===== config.mk =====
export PLATFORM = sky130hd
export DESIGN_NAME = systolic_skew_feeder
export DESIGN_NICKNAME = d
export VERILOG_FILES = /design/src/rtl/systolic_skew_feeder.sv
export SDC_FILE = /design/constraint.sdc
export NUM_CORES = 1
export LEC_CHECK = 0
export ABC_AREA = 1
export BUFFER_PORTS_ARGS = -buffer_cell sky130_fd_sc_hd__buf_2
export CORE_ASPECT_RATIO = 1.2
export CORE_MARGIN = 2
export CORE_UTILIZATION = 46
export CTS_CLUSTER_DIAMETER = 30
export DETAILED_ROUTE_END_ITERATION = 16
export PLACE_DENSITY = 0.76
export SETUP_SLACK_MARGIN = 0.3
export SLEW_MARGIN = 20
export SYNTH_ARGS = -nofsm -noshare
export SYNTH_HDL_FRONTEND = slang
export SYNTH_SLANG_ARGS = --single-unit

===== constraint.sdc =====
create_clock -name clk -period 1.2 [get_ports clk]
set_clock_uncertainty 0.15 [all_clocks]
set_input_delay 0.06 -clock clk [delete_from_list [all_inputs] [get_ports clk]]
set_output_delay 0.06 -clock clk [all_outputs]
set_load 0.005 [all_outputs]

===== src/rtl/systolic_skew_feeder.sv =====
// rtl/systolic_skew_feeder.sv - skewing left-edge feeder for a systolic array (optional stall: FEEDER_STALL_EN)
module systolic_skew_feeder #(
    parameter int N  = 4,
    parameter int DW = 8
) (
    input  logic            clk,
    input  logic            rst,
`ifdef FEEDER_STALL_EN
    input  logic            stall,
`endif
    input  logic            in_valid,
    output logic            in_ready,
    input  logic [N*DW-1:0] in_data,
    input  logic            in_last,
    output logic [N*DW-1:0] edge_data,
    output logic [N-1:0]    edge_vld,
    output logic            busy,
    output logic            done
);

    localparam logic [1:0] S_IDLE   = 2'd0;
    localparam logic [1:0] S_STREAM = 2'd1;
    localparam logic [1:0] S_DRAIN  = 2'd2;
    localparam logic [1:0] S_DONE   = 2'd3;

    localparam int            CW           = $clog2(N) + 1;
    localparam logic [CW-1:0] DRAIN_LEN    = CW'(N - 1);
    localparam logic          LAST_TO_DONE = (N == 1);

    logic [1:0]    r_state;
    logic [CW-1:0] r_cnt;
    logic          w_run;
    logic          w_accept;
    logic [1:0]    w_after_last;

`ifdef FEEDER_STALL_EN
    assign w_run = ~stall;
`else
    assign w_run = 1'b1;
`endif

    assign in_ready     = w_run && ((r_state == S_IDLE) || (r_state == S_STREAM));
    assign w_accept     = in_valid && in_ready;
    assign busy         = (r_state != S_IDLE);
    // A stalled DONE holds its state, so the pulse fires once the stall lifts.
    assign done         = w_run && (r_state == S_DONE);
    // With a single row the last vector is already on every lane one cycle later.
    assign w_after_last = LAST_TO_DONE ? S_DONE : S_DRAIN;

    // Tile FSM and drain counter; everything freezes while not running.
    always_ff @(posedge clk or negedge rst) begin
        if (!rst) begin
            r_state <= S_IDLE;
            r_cnt   <= '0;
        end else if (w_run) begin
            case (r_state)
                S_IDLE, S_STREAM: begin
                    if (w_accept) begin
                        if (in_last) begin
                            r_state <= w_after_last;
                            r_cnt   <= DRAIN_LEN;
                        end else begin
                            r_state <= S_STREAM;
                        end
                    end
                end
                S_DRAIN: begin
                    if (r_cnt <= CW'(1)) begin
                        r_state <= S_DONE;
                    end else begin
                        r_cnt <= r_cnt - CW'(1);
                    end
                end
                S_DONE: begin
                    r_state <= S_IDLE;
                end
                default: begin
                    r_state <= S_IDLE;
                end
            endcase
        end
    end

    for (genvar gi = 0; gi < N; gi++) begin : g_lane
        logic [DW-1:0] r_dpipe [0:gi];
        logic          r_vpipe [0:gi];

        // Lane gi delay line of depth gi+1; non-accept cycles inject zero fill.
        always_ff @(posedge clk or negedge rst) begin
            if (!rst) begin
                for (int j = 0; j <= gi; j++) begin
                    r_dpipe[j] <= '0;
                    r_vpipe[j] <= 1'b0;
                end
            end else if (w_run) begin
                r_dpipe[0] <= w_accept ? in_data[gi*DW +: DW] : '0;
                r_vpipe[0] <= w_accept;
                for (int j = 1; j <= gi; j++) begin
                    r_dpipe[j] <= r_dpipe[j-1];
                    r_vpipe[j] <= r_vpipe[j-1];
                end
            end
        end

        assign edge_data[gi*DW +: DW] = r_dpipe[gi];
        assign edge_vld[gi]           = r_vpipe[gi] && w_run;
    end

endmodule


# [Word-level counts from Yosys, hierarchy flattened]
# Cells that the tools add are included.
[totals] register_bits=89 in_bits=36 out_inout_bits=39 elab_cells=45
[classes] addsub=1 magnitude_cmp=1 eq_ne=7 muxes=12 n_reduce_logical=8
[ops] op="$mux 8" n=4
[ops] op="$mux 3" n=3
[ops] op="$ne 2x2->1 const B" n=4
[ops] op="$mux 2" n=3
[ops] op="$pmux 2 s3" n=1
[ops] op="$pmux 3 s2" n=1
[ops] op="$eq 2x2->1 const B" n=2
[ops] op="$reduce_and 4->1" n=1
[ops] op="$reduce_bool 2->1" n=2
[ops] op="$le 3x1->1 const B" n=1
[ops] op="$sub 3x1->3 const B" n=1
[ops] op="$eq 2x1->1 const B" n=1
[ops] op="$logic_not 2->1" n=1
[ops] op="$reduce_and 2->1" n=1
[ops] op="$reduce_or 2->1" n=1
[ops] op="$logic_and 1x1->1" n=1
[ops] op="$logic_or 1x1->1" n=1

# [Logic depth before layout (Yosys ltp)]
# Gate-level depths: netlist of the first run.
[depth] ltp_word=5 depth_mapped=7 mapped_depth_nobuf=7

# [Least setup slack after synthesis of the first run]
# No wires, ideal clock.
[synth_path] kind="register to register" startpoint="register r_cnt[1]" endpoint="register r_cnt[0]" setup_ps=117 arrival_time_ps=889 required_ps=933 slack_ps=45 stages_incl_launch_ff=8 path_buffers=0 synth_period_minus_slack_ps=1155 path_cell_list="dfrtp_1 inv_1 ha_1 nand2_1 nand3_4 nand2_2 nand2_1 nand2_1"
[synth_via] elab_chain_cells=3
[synth_lines] element="from (decl)" line="31" text="logic [CW-1:0] r_cnt;"
[synth_lines] element="from (signal assigned)" line="71" text="r_cnt <= r_cnt - CW'(1);"
[synth_lines] element="$le 3x1->1" line="68" text="if (r_cnt <= CW'(1)) begin"
[synth_lines] element="$ne 2x2->1 (no source line)"
[synth_lines] element="$reduce_and 4->1 (no source line)"
# Every way passes these cells.
# A chain may end at the register's enable or synchronous reset.

# [Worst setup path in the final report of the first run]
# Ends and elaborated chain as after synthesis.

==> results.toml, run 1 <==
[yosys]
synthesis.instances = 220
synthesized_nets = 258
synth_cell_type_count = 15
syn_area_um2 = 2890
synth_sequential_area_ratio_pct = 77.1
flip_flop_and_latch_count_after_synthesis = 89
synth.avg_cell_area_um2 = 13.1
yosysWarnings = 0

[final_layout]
drive_above_1_share_pct = 43.6
antennaDiodeCount = 0
layout-area-overhead-vs-synth_pct = 37.4
num-nets-final = 359
layout.filler_cells = 455
layoutNonFillerInstCount = 408
post-route-util_pct = 65.7

[route]
dr.first_iter.drc_count = 105
drt.antenna.violating_nets = 0
vias = 1626
drt-vias-per-instance = 3.99
route.detailed.drc = 0
wirelength_um = 4890
drt-pass1-iter-count = 4
drt-wirelength-per-cell_um = 12.0

[power_and_ir_drop]
power_frac_seq_pct = 48.9
leakagePower_nw = 2.19
ir_worst_vdd_mv = 1.22
power.clock.fraction_pct = 28.8
intPower_mw = 5.55
total_switching_power_mw = 2.16
power.density_nw_per_um2 = 1940
comb_power_share_pct = 22.3
netSwitchingFraction_pct = 28.1

[flow_run]
max_cap_viol_count = 0

[clock_tree]
cts_root_buffer = "clkbuf_8"
cts_inserted_buffers = 9
clock_path_buffers = 2
path_clk_slew_ns = 0.08
tritoncts = "done"
htree_levels = 3
cts.sink_count = 89
clk-insertion-delay-late_ns = 0.34

[setup_path]
required_time_reported_for_the_critical_path_endpoint_ns = 1.28
cp_top_family = "flip-flops"
worstSetupStartpointType = "flop"
timing.critical_path.depth = 7
critPathLaunch = "r_cnt[1]"
crit_chain = "inv_2, ha_4, nand2_4, nand3_4, nand2_4, nand2_1, nand2_1"
crit-reg2reg-launch = "r_cnt[1]"
critPathBufInv = 1
critical_path_class = "reg -> reg"
cp_max_fo = 5
r2r_cells = 7
cp_data_arrival_time_ns = 1.35
crit_path_top_delay_cell = "dfrtp_1"
critical-path-max-stage-delay_ns = 0.42
setup_crit_end_kind = "flop"

[placed_design]
placed_cells = 352
buffer_ports.inserted = 74
post-place-ws_ns = -0.0443
gp_congestion = 0.671
detailedPlacementHpwl_um = 2770

[worst_hold_path]
hp-class = "in -> async"

[timing]
fmax_mhz = 788
slew_violations = 0
worst_slack_ns = -0.0696
worst_hold_slack_ns = 0.0889
unrepaired_setup_endpoints_after_global_routing = "yes"
layout_min_cycle_time_ns = 1.27
report.final.setup_viol = 38
final_hold_viols = 0
fraction_of_the_cycle_the_final_worst_path_needs_pct = 106
worst-slew-pin-transition_ns = 0.344
setup_total_negative_slack_ns = -1.56
slew_headroom_pct = 77.0

[die]
floorplan.io_pins = 75
die_height_um = 90.8
die_area_um2 = 6940
floorplan.initialDensity_pct = 47.8
die_w_um = 76.4
placement_rows = 31
floorplan.core_area_um2 = 6050

[global_route]
via_count_of_the_first_global_routing_pass = 1693
grt_usage_pct = 15.2
gr-total-overflow = 0
grt_pass1_wl_um = 7910
grt_antenna_before_repair = 0
grt_max_degree = 61

[run_status]
run_status = "finished with violations"
failed_checks = "setup timing"
## cell usage after synthesis (all sizes together)
| cell | instances | area share (%) |
|---|---|---|
| buf | 28 | 7.7 |
| dfrtp | 89 | 77 |
| ha | 2 | 0.87 |
| inv | 41 | 5.3 |
| nand2 | 17 | 2.3 |
| nand3 | 5 | 1.3 |
| nor2 | 36 | 5.0 |
| o21ai | 1 | 0.17 |
| xnor2 | 1 | 0.30 |
## layer usage
metal	part of all wire (%)	track usage, %
met5	0	0
met4	3.3	9.70
met3	3.5	3.00
met2	55	26.8
met1	38	16.7
## registers in the layout (all words and copies together) (netlist names)
name            cells
g_lane.r_dpipe     56
edge_data          24
r_cnt               3
edge_vld            2
g_lane.r_vpipe      2
r_state             2
## repair_timing
item                       CTS  global route
setup endpoints to repair   76            77
hold endpoints to repair   127             0
setup buffers                2             3
resized for setup           19            27
hold buffers                35             0
pin swaps                    2             5
## cell usage in the layout, fill, tap and decap left out, types with 2 or more instances in the layout
master / count
buf_4: 6
dfrtp_1: 86
nand2_1: 11
buf_2: 73
nor2_2: 19
nand3_1: 3
buf_12: 3
dlygate4sd3_1: 35
bufinv_16: 2
nand2_2: 3
inv_1: 36
nor2_1: 12
clkbuf_8: 9
inv_2: 4
dfrtp_2: 3
ha_4: 2
nor2_4: 5
nand2_4: 3
inv_6: 3
## area by class of cell
type | instances | area [um^2] | area share, %
inverter | 41 | 156 | 3.94
clock buffer | 9 | 124 | 3.12
clock inverter | 7 | 98.8 | 2.49
sequential | 89 | 2230 | 56.2
multi-input combinational | 62 | 428 | 10.8
timing repair buffer | 118 | 832 | 20.9
tap | 82 | 103 | 2.58
## final timing paths
path,to,slack (ns)
max in group asynchronous,edge_data[25],0.51
min reg2reg,edge_data[24],0.20
min in group clk,edge_data[24],0.20
max reg2reg,r_cnt[0],-0.07
max,r_cnt[0],-0.07
min,r_state[0],0.09
## worst register-to-register path: cells and delay by family, from the launching register on
kind,cells,cell delay (ns)
DFF,1,0.42
adders and majority gates,1,0.14
buffers and inverters,1,0.12
and+or+nand+nor,5,0.34
## through the flow
step / area (um^2) / total power, mW
finish: 3970 / 7.71
detailed placement: 3220 / 5.00
global route: 3970 / 8.17
floorplan: 2900 / 4.61
CTS: 3860 / 7.49
global placement: 3220 / 4.90
## power by group through the flow
stage	clock network, mW	logic, mW	registers [mW]
final	2.22	1.72	3.77
after global routing	2.44	1.88	3.84
after CTS	2.29	1.45	3.75
after detailed placement	0	1.19	3.81
after global placement	0	1.13	3.77
after floorplan	0	0.845	3.76
## logic make-up after synthesis
| family | Yosys count | synth area share (%) |
|---|---|---|
| compound gates | 1 | 0.173 |
| xor+xnor | 1 | 0.303 |
| fa+ha+maj | 2 | 0.866 |
| buf+inv | 69 | 13.0 |
| flops | 89 | 77.1 |
| simple gates | 58 | 8.62 |
Note: power is estimated with default switching activity, not from simulation.
==> inputs of run 2 (changes only) <==
ABC_AREA = default   (was 1)
==> run 2 against run 1 <==
  * Register-to-register slack lost 0.09 ns
  * Via count shrank 5.2%
  * Final cell count decreased by 9.1%
  * Core utilization shrank 0.45 points
  * Largest power group unchanged
  * Critical path depth down 4
  * Design area shrank 2.0%
  * Flip-flop and latch count stayed put
  * The run ends with hold timing, setup timing left
  * Clock-buffer cell count grew 1
  * Combinational power down 3%
  * First-iteration DRC count increased by 23%
  * Highest routed layer unchanged
  * Synthesized cell count is 19% lower
==> results.toml, run 2 <==
[route]
dr.first_iter.drc_count = 129
route.detailed.drc = 0
vias = 1541
drt-wirelength-per-cell_um = 12.6
drt-vias-per-instance = 4.15
wirelength_um = 4680
drt-pass1-iter-count = 4
drt.antenna.violating_nets = 0

[yosys]
synth_top_cell_by_area = "dfrtp_1"
synth_edf_count = 0
synth.top_cell.area_share_pct = 78.7
syn_area_um2 = 2830
synth_sequential_area_ratio_pct = 78.7
synthFlopType = "dfrtp_1"
yosysWarnings = 0
synth_top_cells_by_area = "dfrtp_1 79%, and2_1 7.3%, buf_4 6.6%, ha_1 0.88%, nor2b_1 0.66%"
synth.avg_cell_area_um2 = 15.8
most_frequently_used_cell_type_in_the_post_synthesis_netlist = "dfrtp_1"
synthesized_nets = 217
ys_top_cells_by_count = "89 x dfrtp_1, 33 x and2_1, 25 x buf_4"
flip_flop_and_latch_count_after_synthesis = 89
synth_cell_type_count = 23
synthesis.instances = 179
ys_async_sr_fraction_pct = 100

[final_layout]
mostFrequentLayoutCell = "dfrtp_1"
layoutNonFillerInstCount = 371
finish.instance_area_um2 = 3890
num-nets-final = 323
layout-area-overhead-vs-synth_pct = 37.7
drive_above_1_share_pct = 40.8
final_cell_mix = "88 x dfrtp_1, 72 x buf_2, 34 x dlygate4sd3_1"
post-route-util_pct = 65.2
max_flop_register = "g_lane.r_dpipe"
largest_reg_flops = 56
antennaDiodeCount = 0

[timing]
slew_headroom_pct = 70.6
setup_total_negative_slack_ns = -3.65
slew_violations = 0
unrepaired_setup_endpoints_after_global_routing = "yes"
report.final.setup_viol = 40
final_hold_viols = 5
worst_slack_ns = -0.220
layout_min_cycle_time_ns = 1.42
worst_hold_slack_ns = -0.0817
fraction_of_the_cycle_the_final_worst_path_needs_pct = 118
fmax_mhz = 704
worst-slew-pin-transition_ns = 0.441

[clock_tree]
cts_inserted_buffers = 9
tritoncts = "done"
postCtsHoldBufs = 34
clk-insertion-delay-late_ns = 0.34
path_clk_slew_ns = 0.08
clock_path_buffers = 2
cts_root_buffer = "clkbuf_8"
htree_levels = 3
cts.sink_count = 89

[global_route]
grt_pass1_wl_um = 7310
grt_util_met1_pct = 17.3
grt_usage_pct = 14.6
grt_use_met2_pct = 23.6
grt_max_degree = 90
via_count_of_the_first_global_routing_pass = 1619
gr-total-overflow = 0
use_met3_pct = 4.48
global_route.peak_usage_layer = "met2"
grt_antenna_before_repair = 0

[setup_path]
critical-path-max-stage-delay_ns = 0.40
critical_path_class = "reg -> out"
crit_path_top_delay_cell = "dfrtp_1"
r2r_setup_slack_ns = -0.16
timing.critical_path.mode_cell = "buf_6"
r2r_cells = 4
crit_chain = "buf_6, or2_4, buf_6"
setup_crit_end_kind = "output pin"
required_time_reported_for_the_critical_path_endpoint_ns = 0.99
cp_data_arrival_time_ns = 1.21
cp_max_fo = 3
r2r-end = "r_cnt[2]"
crit-reg2reg-launch = "r_state[1]"
critPathBufInv = 2
cp_top_family = "flip-flops"
worstSetupStartpointType = "flop"

[power_and_ir_drop]
comb_power_share_pct = 22.9
total_switching_power_mw = 1.80
intPower_mw = 5.44
leakagePower_nw = 2.05
ir_worst_vdd_mv = 1.25
power.density_nw_per_um2 = 1860
power_frac_seq_pct = 50.9
netSwitchingFraction_pct = 24.9
power.clock.fraction_pct = 26.2

[placed_design]
detailedPlacementHpwl_um = 2640
buffer_ports.inserted = 74
placed_cells = 315
gp_congestion = 0.761
dpl_cell_area_um2 = 3180

[die]
floorplan.core_area_um2 = 5970
die_height_um = 89.9
die_w_um = 75.6
floorplan.initialDensity_pct = 47.4
placement_rows = 31
floorplan.io_pins = 75
die_area_um2 = 6800

[worst_hold_path]
hp-class = "in -> reg"
hold-path-cell-count = 2
worstHoldEndpoint = "r_state[1]"
worst_hold_startpoint = "in_last"

[flow_run]
max_cap_viol_count = 0

[run_status]
run_status = "finished with violations"
failed_checks = "hold timing, setup timing"
run 2: routing by layer:
metal / vias up / wire, um / part of all wire (%)
li1: 746 / - / -
met1: 729 / 1860 / 40
met2: 57 / 2480 / 53
met3: 9 / 216 / 4.6
met4: 0 / 126 / 2.7
met5: - / 0 / 0
run 2: layout make-up:
class                      instances  area (um^2)
fill                             481         2080
inverter                           4         15.0
clock buffer                      10          128
sequential                        89         2230
tap                               82          103
multi-input combinational         57          424
clock inverter                     5         57.6
timing repair buffer             124          940
run 2: per-stage QoR:
step / power (mW) / setup WS (ns)
CTS: 7.06 / -0.219
global placement: 4.78 / -0.0206
finish: 7.24 / -0.220
global route: 7.65 / -0.257
floorplan: 4.46 / -0.0323
detailed placement: 4.86 / -0.131
run 2: cells by family (layout without fill, tap and decap cells):
| kind of cell | count (synthesis) | in the layout | synth area share [%] |
|---|---|---|---|
| flops | 89 | 89 | 78.7 |
| simple gates | 43 | 43 | 9.47 |
| buf+inv | 33 | 143 | 8.09 |
| compound gates | 12 | 12 | 2.83 |
| fa+ha+maj | 2 | 2 | 0.884 |
run 2: how the worst max path moves through the flow:
stage | depth (start not counted) | from | to | slack, ns
after global routing | 3 | r_state[0] | busy | -0.26
final | 3 | r_state[1] | busy | -0.22
after global placement | 5 | r_cnt[1] | r_cnt[2] | -0.02
after CTS | 3 | r_state[0] | busy | -0.22
after detailed placement | 5 | r_cnt[1] | r_cnt[1] | -0.13
after floorplan | 5 | r_cnt[1] | r_cnt[2] | -0.03
run 2: power groups by stage:
stage / Sequential (mW) / Clock, mW / Combinational [mW]
3_3_place_gp: 3.71 / 0 / 1.07
6_report: 3.69 / 1.90 / 1.66
2_1_floorplan: 3.73 / 0 / 0.730
4_1_cts: 3.69 / 1.94 / 1.43
3_5_place_dp: 3.75 / 0 / 1.12
5_1_grt: 3.74 / 2.08 / 1.84
run 2: repair_timing:
action                                 CTS  global route
endpoints found under the hold margin  126             5
setup endpoints to repair               77            77
gates cloned                             0             3
gates resized for setup                 15             4
pin swaps                                3             1
buffers inserted                         3             1
run 2: worst reg2reg max path, delay by kind of cell, from the launching register on:
family,cells,cell delay (ns)
AND/OR/NAND/NOR,1,0.23
AO/OA/AOI/OAI,2,0.34
flip-flops,1,0.40
buffers and inverters,1,0.16
